**src/rtl/parking_top.sv**
```systemverilog
// ---------------------------------------------------------------------------
// parking_top -- car-park occupancy controller with two pools (general and
// university) and a built-in time-of-day clock.
//
// The pools share TOTAL_CAP spaces. The general-pool capacity G follows the
// hour of day, and the university pool gets the remainder. Each pool is one
// parking_pool instance; the pools are built with a generate loop over
// NUM_POOLS (0 = general, 1 = university).
//
// Ports:
//   car_entered, is_uni_car_entered   entry request and the pool it targets
//   car_exited,  is_uni_car_exited    exit request and the pool it targets
//   clk                               rising-edge clock
//   enable                            gates entry/exit processing
//   enable_cnt                        gates the time-of-day counter
//   reset_cnt                         asynchronous active-high reset
//   h, m, d                           hour (0..23), minute (0..59), day (wraps at 128)
//   parked_cars, uni_parked_cars      pool occupancy
//   vacated_space, uni_vacated_space  free spaces (saturate at 0)
//   is_vacated_space, uni_is_vacated_space   pool has at least one free space
//   no_car_error                      registered pulse: exit from an empty pool
//   capacity_error, uni_capacity_error     occupancy above current capacity
// ---------------------------------------------------------------------------
package parking_pkg;
  localparam int CNT_W     = 10;
  localparam int NUM_POOLS = 2;
  localparam int POOL_GEN  = 0;
  localparam int POOL_UNI  = 1;

  typedef struct packed {
    logic ent;
    logic ext;
  } pool_req_t;

  typedef struct packed {
    logic [CNT_W-1:0] count;
    logic [CNT_W-1:0] vac;
    logic             has_vac;
    logic             over;
    logic             underflow;
  } pool_rsp_t;
endpackage

// ---------------------------------------------------------------------------
// parking_pool -- occupancy counter for a single pool.
//   req.ent / req.ext are already qualified by enable and pool selection.
//   cap is the pool's current capacity.
//   rsp carries the count, saturating free space, availability, over-capacity
//   and an underflow indicator (exit requested while the pool is empty).
// ---------------------------------------------------------------------------
module parking_pool
  import parking_pkg::*;
(
  input  logic             clk,
  input  logic             rst,
  input  logic             enable,
  input  pool_req_t        req,
  input  logic [CNT_W-1:0] cap,
  output pool_rsp_t        rsp
);
  logic [CNT_W-1:0] count;
  logic             room;
  logic             inc;
  logic             dec;

  // Entry and exit are both judged against the pre-edge count, so a
  // simultaneous entry/exit on an empty pool still admits the car.
  always_comb begin
    room = (count < cap);
    inc  = req.ent && room;
    dec  = req.ext && (count != '0);
  end

  always_ff @(posedge clk or posedge rst) begin
    if (rst)
      count <= '0;
    else if (enable)
      count <= count + CNT_W'(inc) - CNT_W'(dec);
  end

  // Capacity can shrink below the count when the hour changes. Cars are
  // never evicted, so free space saturates at zero and 'over' flags it.
  always_comb begin
    rsp           = '0;
    rsp.count     = count;
    rsp.vac       = room ? (cap - count) : '0;
    rsp.has_vac   = room;
    rsp.over      = (count > cap);
    rsp.underflow = req.ext && (count == '0);
  end
endmodule

// ---------------------------------------------------------------------------
// parking_top
// ---------------------------------------------------------------------------
module parking_top
  import parking_pkg::*;
#(
  parameter int TOTAL_CAP = 700,
  parameter int DAY_CAP   = 200,
  parameter int NIGHT_CAP = 500,
  parameter int STEP      = 50
) (
  input  logic        car_entered,
  input  logic        is_uni_car_entered,
  input  logic        car_exited,
  input  logic        is_uni_car_exited,
  input  logic        clk,
  input  logic        enable,
  input  logic        enable_cnt,
  input  logic        reset_cnt,
  output logic [4:0]  h,
  output logic [6:0]  m,
  output logic [6:0]  d,
  output logic [9:0]  uni_parked_cars,
  output logic [9:0]  parked_cars,
  output logic [9:0]  uni_vacated_space,
  output logic [9:0]  vacated_space,
  output logic        uni_is_vacated_space,
  output logic        is_vacated_space,
  output logic        no_car_error,
  output logic        uni_capacity_error,
  output logic        capacity_error
);
  // ---------------- time of day ----------------
  logic [4:0] hour_q;
  logic [6:0] min_q;
  logic [6:0] day_q;

  always_ff @(posedge clk or posedge reset_cnt) begin
    if (reset_cnt) begin
      hour_q <= '0;
      min_q  <= '0;
      day_q  <= '0;
    end else if (enable_cnt) begin
      if (min_q == 7'd59) begin
        min_q <= '0;
        if (hour_q == 5'd23) begin
          hour_q <= '0;
          day_q  <= day_q + 7'd1;  // 7-bit, wraps 127 -> 0
        end else begin
          hour_q <= hour_q + 5'd1;
        end
      end else begin
        min_q <= min_q + 7'd1;
      end
    end
  end

  // ---------------- capacity schedule ----------------
  // General capacity ramps from DAY_CAP by STEP per hour through 13..15,
  // then jumps to NIGHT_CAP at 16:00. University gets the remainder.
  function automatic logic [CNT_W-1:0] gen_cap(input logic [4:0] hr);
    logic [CNT_W-1:0] c;
    if (hr >= 5'd8 && hr <= 5'd12)
      c = CNT_W'(DAY_CAP);
    else if (hr >= 5'd13 && hr <= 5'd15)
      c = CNT_W'(DAY_CAP + STEP * (int'(hr) - 12));
    else
      c = CNT_W'(NIGHT_CAP);
    return c;
  endfunction

  logic [NUM_POOLS-1:0][CNT_W-1:0] cap;

  always_comb begin
    cap           = '0;
    cap[POOL_GEN] = gen_cap(hour_q);
    cap[POOL_UNI] = CNT_W'(TOTAL_CAP) - cap[POOL_GEN];
  end

  // ---------------- pools ----------------
  pool_req_t [NUM_POOLS-1:0] req;
  pool_rsp_t [NUM_POOLS-1:0] rsp;
  logic      [NUM_POOLS-1:0] underflow;

  for (genvar i = 0; i < NUM_POOLS; i++) begin : g_pool
    localparam logic IS_UNI = (i == POOL_UNI);

    always_comb begin
      req[i].ent = enable && car_entered && (is_uni_car_entered == IS_UNI);
      req[i].ext = enable && car_exited  && (is_uni_car_exited  == IS_UNI);
    end

    parking_pool u_pool (
      .clk    (clk),
      .rst    (reset_cnt),
      .enable (enable),
      .req    (req[i]),
      .cap    (cap[i]),
      .rsp    (rsp[i])
    );

    assign underflow[i] = rsp[i].underflow;
  end

  // Rewritten every edge, so it is a one-cycle pulse per failing exit.
  always_ff @(posedge clk or posedge reset_cnt) begin
    if (reset_cnt)
      no_car_error <= 1'b0;
    else
      no_car_error <= |underflow;
  end

  // ---------------- outputs ----------------
  assign h                    = hour_q;
  assign m                    = min_q;
  assign d                    = day_q;
  assign parked_cars          = rsp[POOL_GEN].count;
  assign uni_parked_cars      = rsp[POOL_UNI].count;
  assign vacated_space        = rsp[POOL_GEN].vac;
  assign uni_vacated_space    = rsp[POOL_UNI].vac;
  assign is_vacated_space     = rsp[POOL_GEN].has_vac;
  assign uni_is_vacated_space = rsp[POOL_UNI].has_vac;
  assign capacity_error       = rsp[POOL_GEN].over;
  assign uni_capacity_error   = rsp[POOL_UNI].over;
endmodule

```
**config.mk**
```make
export PLATFORM = sky130hd
export DESIGN_NAME = parking_top
export DESIGN_NICKNAME = d
export VERILOG_FILES = /design/src/rtl/parking_top.sv
export SDC_FILE = /design/constraint.sdc
export NUM_CORES = 1
export LEC_CHECK = 0
export ABC_CLOCK_PERIOD_IN_PS = 7500
export CAP_MARGIN = 10
export CORE_AREA = 4 4 120 134
export DETAILED_ROUTE_END_ITERATION = 16
export DIE_AREA = 0 0 124 138
export MAX_ROUTING_LAYER = met4
export PLACE_DENSITY = 0.45
export SLEW_MARGIN = 20
export SYNTH_ARGS = -nofsm -noshare
export SYNTH_HDL_FRONTEND = slang
export SYNTH_SLANG_ARGS = --single-unit
```
**constraint.sdc**
```tcl
create_clock -name clk -period 7.5 [get_ports clk]
set_input_delay 1.5 -clock clk [delete_from_list [all_inputs] [get_ports clk]]
set_output_delay 1.5 -clock clk [all_outputs]
set_load 0.02 [all_outputs]
```
; Word-level counts from Yosys, hierarchy flattened
; Cells that the tools add are included.
[totals]
out_inout_bits = 64
elab_cells = 58
inputBits = 8
reg_bits = 40
[op_classes]
bitwise_logic = 2
mux = 6
addsub = 12
n_lt_le_gt_ge = 8
eq_ne = 2
n_mul = 1
reduce_logical = 21
[ops]
columns = operator, count
row1 = 2-to-1 mux 10 bit, 4
row2 = adder 10 x 1 -> 10 bit, 2
row3 = greater-than comparator 10 bit, 2
row4 = zero test 10 bit, 2
row5 = less-than comparator 10 bit, 2
row6 = nonzero test 10 bit, 2
row7 = subtractor 10 x 1 -> 10 bit, 2
row8 = subtractor 10 bit, 2
row9 = "adder 7 x 1 -> 7 bit, second input constant", 2
row10 = logical AND 1 bit, 14
row11 = "adder 9 x 10 -> 10 bit, first input constant", 1
row12 = ">= comparator 5 x 4 -> 1 bit, second input constant", 2
row13 = "less-or-equal comparator 5 x 4 -> 1 bit, second input constant", 2
row14 = "subtractor 10 bit, first input constant", 1
row15 = "multiplier 6 x 6 -> 9 bit, first input constant", 1
row16 = "== test 7 x 6 -> 1 bit, second input constant", 1
row17 = 2-to-1 mux 7 bit, 1
row18 = "subtractor 5 x 4 -> 6 bit, second input constant", 1
row19 = "adder 5 x 1 -> 5 bit, second input constant", 1
row20 = "== test 5 bit, second input constant", 1
row21 = 2-to-1 mux 5 bit, 1
row22 = AND reduction 3 bit, 1
row23 = inverter 1 bit, 2
row24 = AND reduction 2 bit, 1
row25 = OR reduction 2 bit, 1

; Depth between registers and ports, before layout
; Gate-level depths: netlist of the first run.
[depth]
ltp_word = 10
mapped_depth = 32
ltp_nobuf = 31

; Hierarchy
; From an unflattened synthesis of the first run, not the netlist that was laid out.
[hier_totals]
hier_cells = 555
area_unflattened_um2 = 4678.2
[by_module_without_submodules]
columns = mod, area_per_inst_um2, n_inst, cells_per_inst, seq_area_each_um2
row1 = parking_top, 1778.0, 1, 202, 500.5
row2 = parking_pool (g_pool[1].u_pool), 1451.4, 1, 176, 250.2
row3 = parking_pool (g_pool[0].u_pool), 1448.9, 1, 177, 250.2

; Least setup slack after synthesis of the first run
; Ideal clock, no wire load.
[synth_timing]
path_type = register to output
start = register hour_q[2], in the netlist h[2]
end = output port vacated_space[3]
path_buffers = 0
required_time_ns = 6.000
slack_ns = 1.012
path_stages_with_launch = 19
arrival_ns = 4.988
path_cell_list = dfrtp_1 > ha_1 > ha_1 > xor2_1 > ha_1 > ha_1 > ha_1 > ha_1 > fa_1 > xnor2_1 > xnor2_1 > xnor2_1 > nand2_1 > and3b_1 > ha_1 > nor2b_1 > a21oi_1 > a22o_1 > a211oi_1
[synth_between]
elab_chain_cells = 7
elab_cells_between_ends = 14
cone_classes = add/sub (3) / mul (1) / order compare (5) / mux (3) / reduce/logical (2)
[synth_lines]
columns = item, line
row1 = "start, declared", 126  ; logic [4:0] hour_q;
row2 = "start signal, assigned", 142  ; hour_q <= hour_q + 5'd1;
row3 = subtractor 5 x 4 -> 6 bit, 158  ; c = CNT_W'(DAY_CAP + STEP * (int'(hr) - 12));
row4 = multiplier 6 x 6 -> 9 bit, 158
row5 = adder 9 x 10 -> 10 bit, 158
row6 = 2-to-1 mux 10 bit, 157  ; else if (hr >= 5'd13 && hr <= 5'd15)
row7 = 2-to-1 mux 10 bit *, 155  ; if (hr >= 5'd8 && hr <= 5'd12)
row8 = subtractor 10 bit / less-than comparator 10 bit (equally long branches), "86, 69"
row9 = 2-to-1 mux 10 bit *, 86  ; rsp.vac = room ? (cap - count) : '0;
row10 = "end, declared", 118  ; output logic [9:0] vacated_space,
; Every way passes the cells marked *; elsewhere a longest branch is shown, timed or not.

; Final worst setup path of the first run
[layout_timing]
start = register hour_q[3], in the netlist h[3]
end = output port uni_vacated_space[4]
[layout_between]
elab_chain_cells = 8
elab_cells_between_ends = 15
cone_classes = add/sub (4) / mul (1) / order compare (5) / mux (3) / reduce/logical (2)
[layout_lines]
columns = item, line
row1 = subtractor 5 x 4 -> 6 bit, 158
row2 = multiplier 6 x 6 -> 9 bit, 158
row3 = adder 9 x 10 -> 10 bit, 158
row4 = 2-to-1 mux 10 bit, 157
row5 = 2-to-1 mux 10 bit *, 155
row6 = subtractor 10 bit *, 169  ; cap[POOL_UNI] = CNT_W'(TOTAL_CAP) - cap[POOL_GEN];
row7 = subtractor 10 bit / less-than comparator 10 bit (equally long branches), "86, 69"
row8 = 2-to-1 mux 10 bit *, 86
row9 = "end, declared", 117  ; output logic [9:0] uni_vacated_space,
; Marks and branches as above.

==> results of run 1 <==
logic make-up (layout without fill, tap and decap cells):
logic type      after synthesis  in the layout  synth area share (%)
compound gates              107            107                  16.3
mux                          11             11                  2.65
flops                        40             40                  23.0
xor+xnor                     51             51                  10.3
simple gates                148            148                  17.6
fa+ha+maj                    82             82                  24.7
buf+inv                      60            138                  5.46
per-layer routing:
layer	GRT usage [%]	routed length (um)
met3	4.33	658
met2	23.5	5470
met5	-	0
met4	3.46	157
met1	18.8	5320
power by group through the flow:
stage | logic [uW] | registers, uW | clock network (uW)
2_1_floorplan | 1540 | 473 | 0
3_3_place_gp | 2290 | 399 | 0
3_5_place_dp | 2300 | 400 | 0
4_1_cts | 2320 | 399 | 276
5_1_grt | 2550 | 413 | 286
6_report | 2270 | 395 | 264
area by class of cell:
| type | instances | area [um2] | area share [%] |
|---|---|---|---|
| tap | 196 | 245 | 4.44 |
| multi-input combinational | 399 | 3110 | 56.3 |
| clock buffer | 5 | 125 | 2.26 |
| clock inverter | 3 | 47.5 | 0.860 |
| sequential | 40 | 1000 | 18.1 |
| timing repair buffer | 78 | 798 | 14.4 |
| inverter | 52 | 195 | 3.53 |
per-stage QoR:
step | power [uW] | hold slack (ps)
3_5_place_dp | 2700 | 471
4_1_cts | 2990 | 483
5_1_grt | 3250 | 492
3_3_place_gp | 2690 | 465
6_report | 2930 | 475
2_1_floorplan | 2010 | 581
critical path: cells and delay by family, from the launching register on:
kind                       cells  cell delay (ps)
AOI/OAI and AO/OA              2              340
xor gates and xnor gates       5              780
adders and majority gates      8             2610
buffers and inverters          2              800
DFF                            1              460
and+or+nand+nor                3              410
layout by cell type, fill, tap and decap left out, types with 2 or more instances in the layout:
cell type / netlist / final
mux2_2: 3 / 3
ha_1: 74 / 74
nor4_1: 2 / 2
o31a_1: 2 / 2
and3_1: 2 / 2
a31oi_1: 3 / 3
nor3_2: 2 / 2
nor2_1: 50 / 50
o41ai_1: 2 / 2
a21oi_1: 31 / 31
fa_1: 7 / 7
o21a_1: 8 / 8
xnor2_1: 29 / 29
o21ba_2: 2 / 2
clkdlybuf4s50_1: 0 / 57
nand2_2: 2 / 2
mux2i_1: 7 / 7
xor2_1: 22 / 22
dfrtp_1: 40 / 39
o21ai_0: 25 / 25
and2_1: 2 / 2
o31ai_1: 3 / 3
nand3_2: 2 / 2
dlymetal6s2s_1: 0 / 14
nand4_1: 10 / 10
clkinv_4: 0 / 2
nor3b_1: 2 / 2
or3_1: 2 / 2
buf_4: 1 / 7
nand2b_1: 9 / 9
o21ai_1: 3 / 3
or2_2: 3 / 3
nor2b_1: 8 / 8
inv_1: 52 / 52
o21bai_1: 5 / 5
clkbuf_16: 0 / 5
nand3_1: 11 / 11
nand2_1: 25 / 25
nor3_1: 9 / 9
a21o_1: 9 / 9
flip-flops by register name (all words and copies together), names as in the netlist:
name / flops
no_car_error: 1
g_pool.u_pool.count: 20
m: 7
d: 7
h: 5
final timing paths:
check,end,start,slack (ps),depth (start not counted)
setup / recovery,uni_vacated_space[4],h[3]$_DFFE_PP0P_,300,20
hold / removal,d[6]$_DFFE_PP0P_,d[6]$_DFFE_PP0P_,470,1
setup reg to reg,g_pool[0].u_pool.count[8]$_DFFE_PP0P_,h[3]$_DFFE_PP0P_,630,28
hold reg to reg,d[6]$_DFFE_PP0P_,d[6]$_DFFE_PP0P_,470,1
max in group asynchronous,h[4]$_DFFE_PP0P_,reset_cnt,5440,3
min in group asynchronous,g_pool[0].u_pool.count[6]$_DFFE_PP0P_,reset_cnt,1640,3
what timing repair did:
| item | in CTS | in global routing |
|---|---|---|
| endpoints found under the setup margin | 3 | 20 |
| hold buffers | 0 | 0 |
| gates resized for setup | 1 | 16 |
==> metrics.md, run 1 <==
| Metric | Value |
|---|---|
| Worst setup margin | 296 ps |
| FMAX | 139 MHz |
| RSZ-0062 raised after global routing | no |
| Core ar. | 14800 um2 |
| Tightest Pin Transition | 566 ps |
| Sequential share of the synthesized area | 23.0% |
| Synth top area share | 23.0% |
| Relative max-transition margin | 62.3% |
| CTS clk-pin slew, worst paths | 70 ps |
| Leakage | 0.00273 uW |
| GRT Total Usage | 14.9% |
| Int Pwr | 1500 uW |
| Most common cell on crit path | ha_1 |
| # clock sinks | 40 |
| Post-synth top flop | dfrtp_1 |
| Cell Area, Placed | 5320 um2 |
| Power per cell area | 529 nW/um2 |
| Req. time, crit path | 6000 ps |
| CTS H-tree lvls | 2 |
| Largest net degree at the start of global routing | 41 |
| Die ar. | 17100 um2 |
| Slowest stage delay, CP | 620 ps |
| Final Instance Count excl. Fillers | 773 |
| Clock network fraction of design power | 9.0% |
| Global-route wire length before repair | 19.8 mm |
| P_sw | 1430 uW |
| Seq pwr share | 13.5% |
| CTS tree | built |
| Routed len/inst | 15.0 um |
| Seq cells post-synth | 40 |
| Area contributors post-synth | dfrtp_1 (23%), ha_1 (21%), xnor2_1 (5.8%) |
| Skew final | 9.55 ps |
| Worst VDD drop | 0.163 mV |
| Net count, final | 665 |
| Final instance area | 5530 um2 |
| Worst skew pair latency | 310 ps |
| CP arrival | 5700 ps |
| Rows | 47 |
| Total congestion overflow | 0 |
| Fin crit period | 7200 ps |
| Final period util | 96.0% |
| Fin util | 37.4% |
| Largest area contributor in the netlist | dfrtp_1 |
| Num CTS Buffers | 5 |
| Max Fanout on Critical Path | 8 |
| Avg Cell Area, Syn | 8.72 um2 |
| Min-Delay Path Class | register to register |
| Clk root buf | clkbuf_16 |
| Number of max-cap violations | 0 |
| Critical Path Sink Type | output pin |
| Routed Antenna Nets | 0 |
| Max Transition Viols Final | 0 |
| Setup Fix Bufs, Post-CTS | 0 |
| Final hold violation count | 0 |
| Num ports | 72 |
| Ys Warns | 0 |
| Comb pwr share | 77.5% |
| Post-synth ARST share | 100% |
| Share of cells above drive strength 1 | 7.28% |
| I/O Buffers | 71 |
| Starting Density | 29.5% |
| Post-synth EDFFs | 0 |
| Slowest-stage cell, CP | clkdlybuf4s50_1 |
| Critical path class | register to output pin |
| Post-synthesis cell count | 499 |
| Via/cell ratio | 4.78 |
| First-pass iteration count of the detailed router | 4 |
| DR vias | 3694 |
| Cell Chain, Critical Path | ha_1 -> ha_1 -> xor2_1 -> ha_1 -> ha_1 -> ha_1 -> ha_1 -> fa_1 -> xnor2_1 -> xnor2_1 -> xnor2_1 -> nor2_1 -> and3b_1 -> xor2_1 -> ha_1 -> a21boi_1 -> o21ai_1 -> buf_4 -> nor2_1 -> clkdlybuf4s50_1 |
| Die width | 124 um |
| Area Growth Syn to Fin | 27.0% |
| Total Negative Setup Slacks | 0 ps |
| Syn nets | 588 |
| Ant. Diodes | 0 |
| Top cells by count, synth | ha_1 (74), inv_1 (52), nor2_1 (50) |
| Final RePlAce weighted congestion | 0.834 |
| HPWL after DPL | 9.24 mm |
| Pre-CTS WS | 305 ps |
| Setup violators final | 0 |
| Drt drc | 0 |
| Max Buffers Root-to-Sink | 2 |
| 1st-iter DRT viols | 140 |
| Net Sw Frac | 48.8% |
| Run status | complete, no violations |
| Top-count cell post-synth | ha_1 |
| Die Ht | 138 um |
| Synth cell types | 62 |
| Crit path launch type | register |
| Vias in the first global route | 3936 |
| Inst Count DP | 765 |
| Initial antenna violation count | 0 |
| Filler Cells Inserted | 1530 |
| Cell Area, Synth | 4350 um2 |
| Overall routed net length | 11.6 mm |
Power figures use the tool's default switching activity.
==> inputs of run 2 (changes only) <==
CORE_AREA = 4 4 104 155   (was 4 4 120 134)
DIE_AREA = 0 0 108 159   (was 0 0 124 138)
==> run 2 against run 1 <==
Register-to-register slack better by 60 ps. First-iteration DRC count shrank 24%. Maximum frequency fell by 0.50%. Worst hold slack improved by 0.90 ps.
==> metrics.md, run 2 (same netlist as run 1, synthesis figures left out) <==
| Metric | Value |
|---|---|
| Run status | complete, no violations |
| Max Fanout on Critical Path | 8 (unchanged) |
| Share of cells above drive strength 1 | 7.11% (-0.17 points) |
| Area taken by multi-input logic gates | 3110 um2 (unchanged) |
| Crit path launch type | register |
| Die width | 108 um (-13%) |
| CP arrival | 5740 ps (+40 ps) |
| Overall routed net length | 11.6 mm (-0.38%) |
| Min-Delay Path Class | register to register |
| Area Growth Syn to Fin | 27.1% (about the same) |
| Net count, final | 665 (unchanged) |
| Highest-count cells in the layout ignoring fill and taps | ha_1 (74), inv_1 (51), clkdlybuf4s50_1 (51), nor2_1 (50), dfrtp_1 (40) |
| Req. time, crit path | 6000 ps (about the same) |
| Rows | 54 (+15%) |
| Critical path class | register to output pin |
| I/O Buffers | 71 (unchanged) |
| 1st-iter DRT viols | 107 (-24%) |
| Worst VDD drop | 0.211 mV (+30%) |
| Final RePlAce weighted congestion | 0.824 (-1.2%) |
| FMAX | 138 MHz (-0.50%) |
| Ant. Diodes | 0 (unchanged) |
| Via/cell ratio | 4.83 (+0.97%) |
| CTS clk-pin slew, worst paths | 70 ps (about the same) |
| Power per cell area | 523 nW/um2 (-1.2%) |
| Routed len/inst | 15.0 um (-0.38%) |
| Clk root buf | clkbuf_16 |
| Largest Register | g_pool.u_pool.count |
| GRT Total Usage | 14.2% (-0.64 points) |
| Hold slack | 476 ps (+0.903 ps) |
| Starting Density | 29.7% (+0.20 points) |
| Max FFs per register | 20 (unchanged) |
| Pwr Total | 2900 uW (-1.1%) |
| DR vias | 3730 (+0.97%) |
| Num ports | 72 (unchanged) |
| Relative max-transition margin | 45.2% (-17 points) |
| Final period util | 96.5% (+0.48 points) |
| Commonest non-fill, non-tap cell in the layout | ha_1 |
| Drt drc | 0 (unchanged) |
| Final hold violation count | 0 (unchanged) |
| Crit path launch | h[3]$_DFFE_PP0P_ |
| Die Ht | 159 um (+15%) |
| CTS tree | built |
| RSZ-0062 raised after global routing | yes |
| Cts hold-fix bufs | 0 (unchanged) |
| Total congestion overflow | 0 (unchanged) |
| Hold depth | 1 (unchanged) |
| Leakage | 0.00282 uW (+3.0%) |
| Initial antenna violation count | 0 (unchanged) |
| HPWL after DPL | 9.41 mm (+1.8%) |
| R2R cell count | 28 (unchanged) |
| Setup violators final | 0 (unchanged) |
| Tightest Pin Transition | 814 ps (+249 ps) |
| Core ar. | 14700 um2 (-0.67%) |
| Global-route wire length before repair | 19.2 mm (-3.0%) |
| Routed Antenna Nets | 0 (unchanged) |
| # clock sinks | 40 (unchanged) |
| Worst skew pair latency | 290 ps (-20 ps) |
| Num CTS Buffers | 5 (unchanged) |
| Min-delay src | d[6]$_DFFE_PP0P_ |
| Filler Cells Inserted | 1534 (+0.26%) |
| Die ar. | 17200 um2 (+0.35%) |
| Max Transition Viols Final | 0 (unchanged) |
| Max Buffers Root-to-Sink | 2 (unchanged) |
| Fin crit period | 7240 ps (+36.3 ps) |
| Vias in the first global route | 3879 (-1.4%) |
| Number of max-cap violations | 0 (unchanged) |
| First-pass iteration count of the detailed router | 4 (unchanged) |
| Skew final | 7.98 ps (-1.57 ps) |
| CTS H-tree lvls | 2 (unchanged) |
| Register area | 1000 um2 (-0.12%) |
| Critical Path Sink Type | output pin |
| Largest net degree at the start of global routing | 41 (unchanged) |
| Reg2reg start | h[3]$_DFFE_PP0P_ |
[run 2: cell types whose count changed in the layout (fill, tap and decap cells not counted), sizes merged]
| cell | delta |
|---|---|
| clkinvlp | +1 |
| clkdlybuf4s50 | -6 |
| dlymetal6s2s | +5 |
| inv | -1 |
| dlygate4sd2 | +1 |
[run 2: cell type report]
type                       instances  area share (%)
sequential                        40            18.1
timing repair buffer              78            14.6
clock inverter                     3           0.769
tap                              196            4.43
multi-input combinational        399            56.3
inverter                          52            3.53
clock buffer                       5            2.26
[run 2: layer usage]
metal / track usage (%) / routed length [um]
met1: 16.0 / 4820
met2: 26.2 / 6270
met3: 1.99 / 340
met4: 3.33 / 127
met5: - / 0
[run 2: final timing paths]
path,slack (ps),end
worst min register to register,480,d[6]$_DFFE_PP0P_
min in group asynchronous,1650,m[4]$_DFFE_PP0P_
worst min-delay path,480,d[6]$_DFFE_PP0P_
max in group asynchronous,5450,g_pool[1].u_pool.count[6]$_DFFE_PP0P_
worst max register to register,690,g_pool[0].u_pool.count[8]$_DFFE_PP0P_
worst max-delay path,260,uni_vacated_space[1]
[run 2: report_power, final]
part,leakage (uW),internal (uW),switching [uW]
combinational,0.00224,1030,1210
clock,0.0000798,157,101
sequential,0.000492,297,98.6
[run 2: timing repair]
action	in CTS	in global routing
buffers inserted	0	0
pin swaps	0	0
gates resized for setup	1	21
cloned	0	0
endpoints found under the hold margin	0	0
endpoints found under the setup margin	1	22
[run 2: critical path, stage by stage (launching register included)]
cell and delay (ps):
dfrtp_1 470, ha_1 270, ha_1 330, xor2_1 180, ha_1 300, ha_1 290, ha_1 300, ha_1 330
fa_1 440, xnor2_1 190, xnor2_1 150, xnor2_1 160, nor2_1 70, and3b_1 250, xor2_1 240, ha_1 310
nand4_1 110, nor2_1 40, nand2_1 60, o21ai_1 80, buf_4 170, nor2_1 100, clkdlybuf4s50_1 610
[run 2: through the flow]
step                utilization, %  setup slack (ps)  instances  cell area, um2  setup TNS [ps]
finish                        37.7               260        773            5530               0
global route                  37.7             -35.1        773            5530           -35.1
CTS                           37.4              31.5        773            5480               0
detailed placement            36.3               252        765            5320               0
global placement              36.3               374        765            5320               0
floorplan                        -              1010        499            4350               0
